$ cat src/rtl/ps2_pkg.sv
// PS/2 keyboard controller shared types and constants.
// Scancode prefixes, decoder states and the key-event record.
package ps2_pkg;

    typedef enum logic [2:0] {
        ST_IDLE    = 3'd0,
        ST_EXT     = 3'd1,
        ST_BRK     = 3'd2,
        ST_EXT_BRK = 3'd3,
        ST_PAUSE   = 3'd4
    } kbd_state_e;

    localparam logic [7:0] CODE_E0 = 8'hE0;
    localparam logic [7:0] CODE_F0 = 8'hF0;
    localparam logic [7:0] CODE_E1 = 8'hE1;
    localparam logic [7:0] CODE_FA = 8'hFA;
    localparam logic [7:0] CODE_AA = 8'hAA;
    localparam logic [7:0] CODE_EE = 8'hEE;
    localparam logic [7:0] CODE_FE = 8'hFE;
    localparam logic [7:0] CODE_ERR0 = 8'h00;
    localparam logic [7:0] CODE_ERR1 = 8'hFF;

    localparam logic [2:0] PAUSE_SKIP = 3'd7;

    typedef struct packed {
        logic [7:0] code;
        logic       ext;
        logic       brk;
    } kbd_event_t;

    function automatic kbd_event_t mk_event(
        input logic [7:0] code,
        input logic       ext,
        input logic       brk
    );
        kbd_event_t ev;
        ev.code = code;
        ev.ext  = ext;
        ev.brk  = brk;
        return ev;
    endfunction

    function automatic logic is_ack_code(input logic [7:0] c);
        return (c == CODE_FA) || (c == CODE_AA) ||
               (c == CODE_EE) || (c == CODE_FE);
    endfunction

    function automatic logic is_err_code(input logic [7:0] c);
        return (c == CODE_ERR0) || (c == CODE_ERR1);
    endfunction

endpackage

$ cat src/rtl/ps2_event_fifo.sv
// Show-ahead key-event FIFO with exact occupancy count.
// Head data reads as zero while the FIFO is empty.
module ps2_event_fifo
    import ps2_pkg::*;
#(
    parameter int DEPTH = 8
) (
    input  logic       clk32,
    input  logic       reset,
    input  logic       push,
    input  kbd_event_t wdata,
    input  logic       pop,
    output kbd_event_t rdata,
    output logic [4:0] count,
    output logic       full,
    output logic       empty
);

    localparam int AW = (DEPTH > 1) ? $clog2(DEPTH) : 1;

    kbd_event_t    mem [DEPTH];
    logic [AW-1:0] rd_ptr;
    logic [AW-1:0] wr_ptr;
    logic          do_push;
    logic          do_pop;

    assign empty   = (count == 5'd0);
    assign full    = (count == 5'(DEPTH));
    assign do_pop  = pop && !empty;
    assign do_push = push && (!full || do_pop);
    assign rdata   = empty ? '0 : mem[rd_ptr];

    // Pointers wrap naturally since DEPTH is a power of two.
    always_ff @(posedge clk32) begin
        if (reset) begin
            rd_ptr <= '0;
            wr_ptr <= '0;
            count  <= 5'd0;
        end else begin
            if (do_pop) begin
                rd_ptr <= rd_ptr + AW'(1);
            end
            if (do_push) begin
                wr_ptr <= wr_ptr + AW'(1);
            end
            unique case ({do_push, do_pop})
                2'b10:   count <= count + 5'd1;
                2'b01:   count <= count - 5'd1;
                default: count <= count;
            endcase
        end
    end

    // Storage array; contents only matter behind the pointers.
    always_ff @(posedge clk32) begin
        if (do_push) begin
            mem[wr_ptr] <= wdata;
        end
    end

endmodule

$ cat src/rtl/ps2_kbd_ctrl.sv
// PS/2 scancode set 2 decoder feeding a key-event FIFO.
// Tracks E0/F0/E1 prefixes, prefix timeout and sticky flags.
module ps2_kbd_ctrl
    import ps2_pkg::*;
#(
    parameter int FIFO_DEPTH     = 8,
    parameter int PREFIX_TIMEOUT = 32000
) (
    input  logic       clk32,
    input  logic       reset,
    input  logic       kbd_int,
    input  logic [7:0] kbd_code,
    input  logic       rd,
    input  logic       clr_flags,
    output logic       event_valid,
    output logic [7:0] event_code,
    output logic       event_ext,
    output logic       event_break,
    output logic [4:0] fifo_count,
    output logic       overflow,
    output logic       kbd_err
);

    localparam int TW = $clog2(PREFIX_TIMEOUT + 1);

    kbd_state_e    state;
    kbd_state_e    state_nxt;
    logic [2:0]    skip;
    logic [2:0]    skip_nxt;
    logic [TW-1:0] tmo;
    logic          tmo_hit;
    logic          push;
    kbd_event_t    push_ev;
    logic          err_hit;
    logic          fifo_full;
    logic          fifo_empty;
    logic          fifo_drop;
    kbd_event_t    head;

    // Abandon a partial sequence in the cycle the counter runs out.
    assign tmo_hit = !kbd_int && (state != ST_IDLE) &&
                     (tmo <= TW'(1));

    // Full FIFO can still accept a push when the head leaves.
    assign fifo_drop = push && fifo_full && !rd;

    // Next-state and event decode for each received byte.
    always_comb begin
        state_nxt = state;
        skip_nxt  = skip;
        push      = 1'b0;
        push_ev   = '0;
        err_hit   = 1'b0;
        if (kbd_int) begin
            if (is_err_code(kbd_code)) begin
                err_hit   = 1'b1;
                state_nxt = ST_IDLE;
                skip_nxt  = 3'd0;
            end else if (state == ST_PAUSE) begin
                skip_nxt = skip - 3'd1;
                if (skip <= 3'd1) begin
                    push      = 1'b1;
                    push_ev   = mk_event(CODE_E1, 1'b0, 1'b0);
                    state_nxt = ST_IDLE;
                    skip_nxt  = 3'd0;
                end
            end else if (kbd_code == CODE_E1) begin
                state_nxt = ST_PAUSE;
                skip_nxt  = PAUSE_SKIP;
            end else begin
                unique case (state)
                    ST_IDLE: begin
                        unique case (1'b1)
                            kbd_code == CODE_E0: state_nxt = ST_EXT;
                            kbd_code == CODE_F0: state_nxt = ST_BRK;
                            is_ack_code(kbd_code): state_nxt = ST_IDLE;
                            default: begin
                                push    = 1'b1;
                                push_ev = mk_event(kbd_code, 1'b0, 1'b0);
                            end
                        endcase
                    end
                    ST_EXT: begin
                        unique case (1'b1)
                            kbd_code == CODE_F0: state_nxt = ST_EXT_BRK;
                            kbd_code == CODE_E0: state_nxt = ST_EXT;
                            default: begin
                                push      = 1'b1;
                                push_ev   = mk_event(kbd_code, 1'b1, 1'b0);
                                state_nxt = ST_IDLE;
                            end
                        endcase
                    end
                    ST_BRK: begin
                        unique case (1'b1)
                            kbd_code == CODE_E0: state_nxt = ST_EXT_BRK;
                            kbd_code == CODE_F0: state_nxt = ST_BRK;
                            default: begin
                                push      = 1'b1;
                                push_ev   = mk_event(kbd_code, 1'b0, 1'b1);
                                state_nxt = ST_IDLE;
                            end
                        endcase
                    end
                    ST_EXT_BRK: begin
                        unique case (1'b1)
                            kbd_code == CODE_E0: state_nxt = ST_EXT_BRK;
                            kbd_code == CODE_F0: state_nxt = ST_EXT_BRK;
                            default: begin
                                push      = 1'b1;
                                push_ev   = mk_event(kbd_code, 1'b1, 1'b1);
                                state_nxt = ST_IDLE;
                            end
                        endcase
                    end
                    default: state_nxt = ST_IDLE;
                endcase
            end
        end else if (tmo_hit) begin
            state_nxt = ST_IDLE;
            skip_nxt  = 3'd0;
        end
    end

    // Decoder state, pause skip counter and prefix timeout.
    always_ff @(posedge clk32) begin
        if (reset) begin
            state <= ST_IDLE;
            skip  <= 3'd0;
            tmo   <= '0;
        end else begin
            state <= state_nxt;
            skip  <= skip_nxt;
            if (kbd_int) begin
                tmo <= TW'(PREFIX_TIMEOUT);
            end else if (tmo != '0) begin
                tmo <= tmo - TW'(1);
            end
        end
    end

    // Sticky flags; a new set wins over a clear in the same cycle.
    always_ff @(posedge clk32) begin
        if (reset) begin
            overflow <= 1'b0;
            kbd_err  <= 1'b0;
        end else begin
            if (fifo_drop) begin
                overflow <= 1'b1;
            end else if (clr_flags) begin
                overflow <= 1'b0;
            end
            if (err_hit) begin
                kbd_err <= 1'b1;
            end else if (clr_flags) begin
                kbd_err <= 1'b0;
            end
        end
    end

    ps2_event_fifo #(
        .DEPTH (FIFO_DEPTH)
    ) u_fifo (
        .clk32 (clk32),
        .reset (reset),
        .push  (push),
        .wdata (push_ev),
        .pop   (rd),
        .rdata (head),
        .count (fifo_count),
        .full  (fifo_full),
        .empty (fifo_empty)
    );

    assign event_valid = !fifo_empty;
    assign event_code  = head.code;
    assign event_ext   = head.ext;
    assign event_break = head.brk;

endmodule

$ cat config.mk
export PLATFORM = sky130hd
export DESIGN_NAME = ps2_kbd_ctrl
export DESIGN_NICKNAME = d
export VERILOG_FILES = /design/src/rtl/ps2_pkg.sv /design/src/rtl/ps2_event_fifo.sv /design/src/rtl/ps2_kbd_ctrl.sv
export SDC_FILE = /design/constraint.sdc
export NUM_CORES = 1
export LEC_CHECK = 0
export BUFFER_PORTS_ARGS = -buffer_cell sky130_fd_sc_hd__buf_4
export CORE_MARGIN = 1
export CORE_UTILIZATION = 45
export CTS_CLUSTER_SIZE = 24
export DETAILED_ROUTE_END_ITERATION = 8
export HOLD_SLACK_MARGIN = 0.1
export SETUP_SLACK_MARGIN = 0.3
export SKIP_LAST_GASP = 1
export SYNTH_ARGS = -nofsm -noshare
export SYNTH_HDL_FRONTEND = slang
export SYNTH_HIERARCHICAL = 1
export SYNTH_SLANG_ARGS = --single-unit
$ cat constraint.sdc
create_clock -name clk32 -period 6.7 [get_ports clk32]
set_input_delay 1.34 -clock clk32 [delete_from_list [all_inputs] [get_ports clk32]]
set_output_delay 1.34 -clock clk32 [all_outputs]
set_load 0.01 [all_outputs]
==> impl_metrics.py <==
metrics = {
    "worst_setup_path": {
        "crit_path_end_kind": "flip-flop",
        "crit_type": "in2reg",
        "cp_max_fo": 12,
        "crit_required_ps": 6980,
        "r2r_end": "u_fifo/mem[0][9]",
        "r2r_setup_slack_ps": 3370,
        "worst_r2r_path_depth": 7,
        "arrival_ps": 4620,
        "cp_cell_sequence": "buf_4 -> or3_1 -> a211oi_1 -> o21a_1 -> o31a_1 -> nand2b_1 -> inv_1 -> nand2b_1 -> a21o_1 -> inv_1 -> ha_1 -> nor2b_1 -> o21a_1 -> nor3_1 -> o21ai_1 -> nor3b_2",
        "worstReg2RegStart": "state[2]",
        "startpoint": "kbd_code[6]",
        "worst_setup_path_start_kind": "input pin",
        "max_stage_delay_ps": 510,
        "cp_slowest_cell": "a211oi_1",
    },
    "synthesis": {
        "synth_seq_cells": 117,
        "synthXorXnorAreaFrac_pct": 2.48,
        "synth_compound_area_share_pct": 7.94,
        "synthAdderAreaFrac_pct": 2.50,
        "yosysUniqueCellTypes": 64,
        "ys.flop_type": "edfxtp_1",
        "synthMuxAreaShare_pct": 11.1,
        "synth-simple-area-share_pct": 14.5,
        "async_flop_share_pct": 0,
        "synth_top_family_by_area": "simple AND/OR/NAND/NOR gates",
        "synthCells": 407,
        "syn_area_per_cell_sq_um": 13.0,
        "synth-warning-count": 6,
        "synth_area_sq_mm": 0.00531,
        "synth_edf_count": 80,
        "synth_nets": 430,
        "yosysSeqAreaShare_pct": 59.2,
    },
    "routing": {
        "vias": 3300,
        "wl_per_cell_um": 16.8,
        "drt_iter0_drc": 150,
        "antenna_left": 0,
        "dr.pass1.iters": 4,
        "drc": 0,
        "via_per_inst": 5.48,
        "drt_wl_total_mm": 10.1,
    },
    "timing": {
        "worst_slack_ps": 2370,
        "fin_setup_tns_ps": 0,
        "rsz0062_at_grt": "false",
        "finalSetupViolations": 0,
        "worstMarginPinSlew_ps": 1110,
        "max_slew_margin_pct": 25.7,
        "holdWs_ps": 477,
        "final.setup_skew_ps": 7.72,
        "min_period_ps": 4330,
        "maxSlewViolCount": 0,
        "timing_hold_violations_final": 0,
        "fmax_ghz": 0.231,
        "period_share_pct": 64.7,
    },
    "clocking": {
        "clk_pin_slew_worst_paths_ps": 50,
        "post_cts_resized": 0,
        "cts_tree": "yes",
        "insertion_delay_ps": 400,
        "root_buffer": "clkbuf_16",
        "post_cts_buffers": 0,
        "cts_buffers": 17,
        "cts.sinks": 117,
        "cts.path.max_buffers": 2,
        "cts_htree_levels": 4,
        "cts_hold_buf": 0,
    },
    "pwr": {
        "irDropWorstVdd_mv": 0.191,
        "p_int_mw": 1.61,
        "swShare_pct": 27.5,
        "pwr-share-clk_pct": 36.8,
        "cellLeakagePower_nw": 2.20,
        "power_switching_mw": 0.611,
        "powerDensity_mw_per_mm2": 357,
        "p_comb_share_pct": 23.7,
        "seqPwrFrac_pct": 39.5,
    },
    "place": {
        "io_buffers": 30,
        "post-place-ws_ps": 1970,
        "dp_hpwl_mm": 6.69,
        "finalWeightedCongestion": 0.889,
        "post_dp_cell_area_sq_mm": 0.00567,
    },
    "finish": {
        "fin_nets": 469,
        "antennaDiodeCount": 0,
        "syn_to_final_growth_pct": 17.2,
        "stdcell_area_sq_mm": 0.00622,
        "final_util_pct": 54.3,
        "layout-drive-gt1-share_pct": 22.0,
    },
    "worst_hold_path": {
        "hold_depth": 2,
        "min_from": "tmo[6]",
        "whs_endpoint": "tmo[6]",
        "min-delay-path-class": "reg2reg",
    },
    "run": {
        "cap_violations": 0,
    },
    "run_status": {
        "outcome": "finished clean",
    },
    "die": {
        "core.rowCount": 39,
        "dieHeight_um": 111,
        "fp.dieW_um": 111,
        "io_pins": 31,
        "start_util_pct": 46.3,
        "coreArea_sq_mm": 0.0115,
        "die-area_sq_mm": 0.0122,
    },
    "global_routing": {
        "grt.total_usage_pct": 18.2,
        "overflow": 0,
        "grt_antenna_before_repair": 0,
        "grt_max_degree": 29,
        "grt_pass1_vias": 3238,
        "grt_pass1_wl_mm": 16.8,
    },
}
## worst max path at each step
stage                       to  depth (start not counted)
6_report       u_fifo/count[4]                         16
5_1_grt        u_fifo/count[4]                         16
4_1_cts        u_fifo/count[4]                         16
3_5_place_dp   u_fifo/count[4]                         16
3_3_place_gp   u_fifo/count[4]                         16
2_1_floorplan  u_fifo/count[4]                         15
## power by group through the flow
stage | registers [mW] | clock network (mW) | logic [mW]
CTS | 0.878 | 0.835 | 0.535
global route | 0.885 | 0.869 | 0.582
finish | 0.877 | 0.816 | 0.527
floorplan | 0.874 | 0 | 0.371
detailed placement | 0.892 | 0 | 0.535
global placement | 0.890 | 0 | 0.528
## worst max-delay path: cells and delay by family
family | cells | cell delay, ps
buffers and inverters | 3 | 430
adder cells (fa/ha/maj) | 1 | 270
AND/OR/NAND/NOR | 6 | 1210
AO/OA/AOI/OAI | 6 | 1370
## cell type report
cell class,count,area [sq um]
fillers,970,5250
flip-flops and latches,117,3140
multi-input cells,261,2040
clock buffers,28,528
repair buffers,33,248
well taps,143,179
inverters,16,60.1
clock inverters,4,20.0
## routing by layer
layer	global-route usage [%]	up-vias	wire (um)
met2	28.7	74	4910
met5	0	-	0
met4	8.80	0	152
met1	23.9	1605	4670
li1	-	1610	-
met3	3.95	11	391
## cell usage in the layout (no fill, tap or decap), types with 5 or more instances in the layout
cell type / netlist / routed
clkbuf_16: 0 / 18
mux2i_1: 14 / 14
nor3_1: 13 / 13
o21ai_0: 7 / 7
ha_1: 9 / 9
xor2_1: 8 / 8
edfxtp_1: 80 / 80
a21oi_1: 19 / 19
nand2_1: 16 / 16
nor2_1: 60 / 60
clkbuf_1: 7 / 6
dfxtp_1: 37 / 37
nor2b_1: 5 / 5
mux4_2: 20 / 20
buf_4: 0 / 33
nand3b_1: 6 / 6
xnor2_1: 7 / 7
nand3_1: 5 / 5
inv_1: 16 / 16
## per-stage QoR
stage / instances / power (mW)
floorplan: 407 / 1.24
global placement: 570 / 1.42
detailed placement: 570 / 1.43
CTS: 602 / 2.25
global route: 602 / 2.33
finish: 602 / 2.22
## state kept, by name (all words and copies together) (netlist names), named ones only
signal         cells
kbd_err            1
overflow           1
skip               3
state              3
tmo               15
u_fifo/count       5
u_fifo/mem        80
u_fifo/rd_ptr      3
u_fifo/wr_ptr      3
## cell families (layout without fill, tap and decap cells)
logic type,Yosys count,in the layout
AOI/OAI and AO/OA,59,59
muxes,34,34
buffers and inverters,29,81
adders and majority gates,10,10
and+or+nand+nor,143,143
DFF,117,117
xor gates and xnor gates,15,15
## Yosys cell counts (3+ instances only)
| library cell | instances | share of area [%] |
|---|---|---|
| edfxtp_1 | 80 | 45 |
| nor2_1 | 60 | 4.2 |
| dfxtp_1 | 37 | 14 |
| mux4_2 | 20 | 8.5 |
| a21oi_1 | 19 | 1.8 |
| inv_1 | 16 | 1.1 |
| nand2_1 | 16 | 1.1 |
| mux2i_1 | 14 | 2.6 |
| nor3_1 | 13 | 1.2 |
| ha_1 | 9 | 2.1 |
| xor2_1 | 8 | 1.3 |
| clkbuf_1 | 7 | 0.50 |
| o21ai_0 | 7 | 0.66 |
| xnor2_1 | 7 | 1.2 |
| nand3b_1 | 6 | 0.85 |
| nand3_1 | 5 | 0.47 |
| nor2b_1 | 5 | 0.59 |
| and2_1 | 4 | 0.47 |
| nand2b_1 | 4 | 0.47 |
| o21a_1 | 4 | 0.57 |
| a211oi_1 | 3 | 0.42 |
| and3_1 | 3 | 0.35 |
| buf_2 | 3 | 0.28 |
Power figures use the tool's default switching activity.
